<file path="src/rtl/traffic_input_conditioner.sv">
// Board-clock front end for the traffic-light controller: 1-second tick divider,
// two-flop synchronized + debounced buttons, and a latched pedestrian walk request.
module tic_debounce #(
    parameter int DEB = 1000000
) (
    input  logic CLK,
    input  logic RST,
    input  logic btn,
    output logic stable
);
    localparam int CW = (DEB > 1) ? $clog2(DEB) : 1;
    localparam logic [CW-1:0] CNT_MAX = CW'(DEB - 1);

    logic          s1, s2;
    logic [CW-1:0] cnt;

    always_ff @(posedge CLK or posedge RST) begin
        if (RST) begin
            s1     <= 1'b0;
            s2     <= 1'b0;
            cnt    <= '0;
            stable <= 1'b0;
        end else begin
            s1 <= btn;
            s2 <= s1;
            // any return to the accepted level restarts the qualification window
            if (s2 == stable) begin
                cnt <= '0;
            end else if (cnt == CNT_MAX) begin
                stable <= ~stable;
                cnt    <= '0;
            end else begin
                cnt <= cnt + 1'b1;
            end
        end
    end
endmodule

module traffic_input_conditioner #(
    parameter int DIV = 50000000,
    parameter int DEB = 1000000
) (
    input  logic CLK,
    input  logic RST,
    input  logic WalkBtn,
    input  logic ModeBtn,
    input  logic WalkAck,
    output logic TICK,
    output logic WalkReq,
    output logic ModeLvl,
    output logic ModeRise
);
    localparam int DW = (DIV > 1) ? $clog2(DIV) : 1;
    localparam logic [DW-1:0] DIV_MAX = DW'(DIV - 1);

    typedef enum logic [1:0] {IDLE, PEND, HOLD} walk_st_t;

    logic [DW-1:0] div_cnt;
    logic          wlvl, wlvl_d, mlvl, mlvl_d, wrise;
    walk_st_t      st;

    always_ff @(posedge CLK or posedge RST) begin
        if (RST) begin
            div_cnt <= '0;
            TICK    <= 1'b0;
        end else begin
            div_cnt <= (div_cnt == DIV_MAX) ? '0 : div_cnt + 1'b1;
            TICK    <= (div_cnt == DIV_MAX);
        end
    end

    tic_debounce #(.DEB(DEB)) u_walk_deb (.CLK(CLK), .RST(RST), .btn(WalkBtn), .stable(wlvl));
    tic_debounce #(.DEB(DEB)) u_mode_deb (.CLK(CLK), .RST(RST), .btn(ModeBtn), .stable(mlvl));

    assign ModeLvl = mlvl;
    assign wrise   = wlvl & ~wlvl_d;

    always_ff @(posedge CLK or posedge RST) begin
        if (RST) begin
            wlvl_d   <= 1'b0;
            mlvl_d   <= 1'b0;
            ModeRise <= 1'b0;
        end else begin
            wlvl_d   <= wlvl;
            mlvl_d   <= mlvl;
            ModeRise <= mlvl & ~mlvl_d;
        end
    end

    // HOLD waits for release so a held button yields exactly one request
    always_ff @(posedge CLK or posedge RST) begin
        if (RST) begin
            st      <= IDLE;
            WalkReq <= 1'b0;
        end else begin
            case (st)
                IDLE: if (wrise) begin
                    st      <= PEND;
                    WalkReq <= 1'b1;
                end
                PEND: if (WalkAck) begin
                    st      <= HOLD;
                    WalkReq <= 1'b0;
                end
                HOLD: if (!wlvl) st <= IDLE;
                default: begin
                    st      <= IDLE;
                    WalkReq <= 1'b0;
                end
            endcase
        end
    end
endmodule

</file>
<file path="config.mk">
export PLATFORM = sky130hd
export DESIGN_NAME = traffic_input_conditioner
export DESIGN_NICKNAME = d
export VERILOG_FILES = /design/src/rtl/traffic_input_conditioner.sv
export SDC_FILE = /design/constraint.sdc
export NUM_CORES = 1
export LEC_CHECK = 0
export ABC_AREA = 1
export BUFFER_PORTS_ARGS = -buffer_cell sky130_fd_sc_hd__buf_2
export CAP_MARGIN = 10
export CELL_PAD_IN_SITES_DETAIL_PLACEMENT = 1
export CELL_PAD_IN_SITES_GLOBAL_PLACEMENT = 2
export CORE_MARGIN = 5
export CORE_UTILIZATION = 30
export DETAILED_ROUTE_END_ITERATION = 6
export HOLD_SLACK_MARGIN = 0.05
export MAX_ROUTING_LAYER = met4
export PLACE_DENSITY = 0.67
export SLEW_MARGIN = 20
export SYNTH_ARGS = -nofsm -noshare
export SYNTH_HDL_FRONTEND = slang
export SYNTH_SLANG_ARGS = --single-unit
</file>
<file path="constraint.sdc">
create_clock -name CLK -period 6 [get_ports CLK]
set_clock_uncertainty 0.15 [all_clocks]
set_input_delay 0.3 -clock CLK [delete_from_list [all_inputs] [get_ports CLK]]
set_output_delay 0.3 -clock CLK [all_outputs]
set_load 0.03 [all_outputs]
</file>
======== Word-level counts from Yosys, hierarchy flattened ========
Cells that the tools add are included.
operators by class
  bitwise logic cells ..................... 9
  reduce and logical (&&, ||, !) cells .... 5
  equal/unequal tests ..................... 10
  add/sub/neg operators ................... 3
  muxes and demuxes ....................... 12
operator list
  cell                                                              count
  20-bit 2-to-1 mux                                                 4
  20-bit by 1-bit adder with 20-bit output (second input constant)  2
  20-bit == test (second input constant)                            2
  26-bit by 1-bit adder with 26-bit output (second input constant)  1
  26-bit == test (second input constant)                            1
  26-bit 2-to-1 mux                                                 1
  1-bit inverter                                                    7
  2-bit 2-to-1 mux                                                  3
  2-bit != test (second input constant)                             3
  2-bit case mux with 3 select lines                                1
  3-bit AND reduction                                               2
  2-bit AND reduction                                               2
  1-bit case mux with 3 select lines                                1
  1-bit bitwise AND                                                 2
  1-bit == test                                                     2
  2-bit by 1-bit == test with 1-bit output (second input constant)  1
  2-bit == test (second input constant)                             1
  2-bit zero test                                                   1
  1-bit 2-to-1 mux                                                  2
word-level totals
  logic and storage cells ................. 54
  register bits ........................... 79
  input bits .............................. 5

======== Logic depth before layout (Yosys ltp) ========
  word-level depth ........................ 4
  mapped depth ............................ 9

======== Modules after synthesis ========
A second synthesis with hierarchy kept.
unflattened totals
  cells, all modules ...................... 561
  area total of the unflattened synthesis .. 4498.1 sq um
by module, submodules not included
  module                     area an instance (sq um)  times used  sequential area each (sq um)  cells an instance
  tic_debounce               1338.8                    2           575.6                         162
  traffic_input_conditioner  1820.5                    1           825.8                         237

======== Least setup slack after synthesis ========
Ideal clock, no wire load.
  path kind ............................... flip-flop to flip-flop
  from .................................... reg div_cnt[0]
  to ...................................... reg div_cnt[12]
  stages on the path, launching flop included .. 7
  setup time .............................. 129 ps
  data required time ...................... 5721 ps
  setup slack ............................. 4393 ps
  path buffers ............................ 0
  arrival time ............................ 1329 ps
  clock period less this slack ............ 1607 ps
  cell sequence ........................... dfrtp_1 -> ha_1 -> nand3_4 -> nor2_4 -> nand2_1 -> nor3_4 -> nor2_1
between the ends
  word-level cells in the longest chain between the ends .. 2
  elaborated cells on any way between the ends .. 3
  classes of those cells .................. add/sub (1); eq/ne (1); mux (1)
ends and longest elaborated chain
  element                                                                     RTL line  source
  from (decl)                                                                 58        logic [DW-1:0] div_cnt;
  from (signal assigned)                                                      67        div_cnt <= (div_cnt == DIV_MAX) ? '0 : div_cnt + 1'b1;
  26-bit by 1-bit adder with 26-bit output or 26-bit == test (tied branches)  67
  26-bit 2-to-1 mux *                                                         67
Every way passes the cells marked *; elsewhere a longest branch is shown, timed or not.
A chain may end at the register's enable or synchronous reset.

======== Worst setup path in the final report ========
Ends and elaborated chain as after synthesis.

==> metrics list <==
- Height of the die: ~130 um
- Slew at the pin closest to its max-slew limit: ~0.89 ns
- CTS tree: done
- Status: completed
- For this block, the routed nets add up to 11000 um of wire.
* Mean Syn Cell Area: around 7.3 um^2
* Number of antenna violations at the first check in global routing: 0
- The final-report max-slew violation count was 0.
- Kind of launch point of the worst setup path: flop
* Path type of the worst setup path: flop to flop
- Across the run, the number of max-cap violations was 0.
- Residual overflow from global routing: 0
- Cells with a size suffix above 1 make up 5.42% of the layout.
* Clk root buf: clkbuf_16
- The floorplan has 43 rows.
- The HPWL after detailed placement is ~8400 um.
- Data on the critical path is required at its endpoint by ~6 ns.
* Number of nets with antenna violations after routing: 0
- Largest net degree at the start of global routing: 69
- In the routed layout, each cell is associated on average with a via count of ~4.6.
- Average wire per cell in the routed design: approximately 14 um
* CTS buffer count: 9
- Effective utilization at floorplan: 30.6%
- Setup violations remaining at the end of the flow were counted as 0.
* Diodes inserted: 0
- The area growth from synthesis to layout is 13.9%.
- The largest single stage delay on the critical path is roughly 0.43 ns.
- Total of warnings raised by yosys: 0
* Final hold violations: 0
- Vias: about 3600
- In the layout the commonest cells are 155 x nor2_1, 149 x nand2_1, 79 x dfrtp_1, 66 x inv_1, 42 x nand3_1.
- Leaving out fill and tap cells, the most frequent cell in the layout is nor2_1.
- In this run the power density over the cells is around 230 nW/um^2.
- Gate count after technology mapping: a little under 600
- On the final layout, the worst hold slack is 0.204 ns.
* Die Width: 129 um
- Slew headroom: 40.7%
- The min-delay analysis places its worst path in the category flop to flop.
- The die covers ~17000 um^2.
* Synthesized net count: roughly 590
* Crit. End Element: flop
- The core region is 13900 um^2.
* Critical path cell sequence: ha_1, nand3_4, nor2_4, nand2_1, nor3_4, nor2_1
- Worst-Skew Late Latency: between 0.3 and 0.4 ns
- Clock transition at the registers of the reported paths: 0.07 ns
* Yosys reg bits: just under 80
* RSZ-0062 raised after global routing: no
- After clock tree synthesis, the setup repair step added 0 buffers.
* Number of design-rule violations left by the first detailed-router iteration: roughly 150
- Remaining DRCs: 0
* Arrival time worst endpoint: roughly 2.0 ns
- The cell family contributing the most delay on the critical path is simple AND/OR/NAND/NOR gates.
- The congestion estimate from routability-driven global placement came to ~0.82.
* First-pass iteration count of the detailed router: 4
* Cell with the largest stage delay on the worst path: dfrtp_1
- The first global-routing pass estimated ~19000 um of wire.
* Vias in the first global route: 3812
- Across the VDD grid, the largest voltage drop is approximately 0.12 mV.
* TritonCTS Sinks: 79
- Number of buffers and inverters on the critical path: 0
* Critical Path Fanout Max: 7
- Ratio of final minimum period to clock period: between 30 and 40%
- All-Layer GR Usage: between 10% and 20%
- For this run, the post-layout net count is between 600 and 700.
* Fmax: between 500 and 600 MHz
* Top-Level Pins: 9
- Adding up every negative setup slack in the final design gives 0 ns.
* Maximum clock path buffer count: 2
- Final critical delay including setup and external delays: ~1.9 ns
* Leak: roughly 2.2 nW
* Number of different library cells in the post-synthesis netlist: 22
* Port-buffer cells: 8
* Portion of the post-synthesis area used by sequential elements: a little under half
- Netlist Area Pre-Place: between 4000 and 5000 um^2
- The H-tree was split into 3 levels.
-- cells by family (layout without fill, tap and decap cells) --
| kind of cell | count (synthesis) | count (layout) | share of synthesized area, % |
|---|---|---|---|
| simple gates | 373 | 373 | 36.5 |
| flops | 79 | 79 | 46.5 |
| buf+inv | 68 | 96 | 6.01 |
| xor+xnor | 35 | 35 | 7.21 |
| compound gates | 23 | 23 | 2.83 |
| fa+ha+maj | 3 | 3 | 0.883 |
-- Yosys cell counts --
cell type / number / area, um^2
o21bai_1: 2 / 15.0
nor2_4: 1 / 11.3
inv_1: 67 / 251
nor2_1: 155 / 582
a21oi_1: 10 / 50.1
nand4_1: 11 / 68.8
nor3_1: 4 / 20.0
nor3_2: 1 / 10.0
nand3_1: 42 / 210
nor2_2: 2 / 12.5
and2_1: 2 / 12.5
ha_1: 3 / 37.5
xor2_1: 20 / 175
nand3_2: 1 / 10.0
nand2_1: 149 / 559
clkbuf_1: 1 / 3.75
nand3_4: 1 / 17.5
dfrtp_1: 79 / 1980
xnor2_1: 15 / 131
nor3_4: 1 / 16.3
nand3b_1: 3 / 22.5
o21ai_0: 11 / 55.1
-- where the power goes --
group	internal [mW]	switching, mW
combinational	0.00893	0.0234
clock	0.285	0.244
sequential	0.538	0.00420
-- state kept, by name (all words and copies together), names as in the netlist --
register           cells
ModeRise               1
TICK                   1
WalkReq                1
div_cnt               26
mlvl_d                 1
st                     2
u_mode_deb.cnt        20
u_mode_deb.s1          1
u_mode_deb.s2          1
u_mode_deb.stable      1
u_walk_deb.cnt        20
u_walk_deb.s1          1
u_walk_deb.s2          1
u_walk_deb.stable      1
wlvl_d                 1
-- worst paths after layout --
kind / slack (ns) / end / depth (start not counted) / from
max in group asynchronous: 4.32 / u_walk_deb.cnt[4] / 4 / RST
worst min-delay path: 0.20 / u_mode_deb.s2 / 0 / u_mode_deb.s1
min in group asynchronous: 0.25 / div_cnt[10] / 3 / RST
worst max-delay path: 4.12 / div_cnt[12] / 6 / div_cnt[0]
worst max register to register: 4.12 / div_cnt[12] / 6 / div_cnt[0]
worst min register to register: 0.20 / u_mode_deb.s2 / 0 / u_mode_deb.s1
-- final cells by class --
cell class,instances,area (um^2)
Clock buffer,9,225
Clock inverter,7,55.1
Fill cell,1768,9040
Inverter,67,253
Multi-Input combinational cell,434,2020
Sequential cell,79,1980
Tap cell,180,225
Timing Repair Buffer,13,87.6
-- metrics by stage --
| step | util [%] | power, mW | cell area [um^2] | cells | setup slack (ns) |
|---|---|---|---|---|---|
| after global routing | 34.9 | 1.16 | 4840 | 789 | 3.96 |
| final | 34.9 | 1.10 | 4840 | 789 | 4.12 |
| after global placement | 32.6 | 0.584 | 4520 | 769 | 4.20 |
| after CTS | 34.9 | 1.13 | 4840 | 789 | 4.10 |
| after floorplan | - | 0.573 | 4250 | 581 | 3.53 |
| after detailed placement | 32.6 | 0.585 | 4520 | 769 | 4.11 |
-- layer usage --
metal	GRT usage [%]	share of wire, %	vias up
met4	4.39	1.7	0
li1	-	-	1849
met1	18.9	48	1753
met2	24.1	48	26
met3	4.37	2.8	17
met5	-	0	-
-- timing repair --
item,4_1_cts,5_1_grt
endpoints found under the hold margin,14,0
resized for setup,0,0
hold buffers,4,0
No activity file was read; power rests on OpenSTA's default activity.
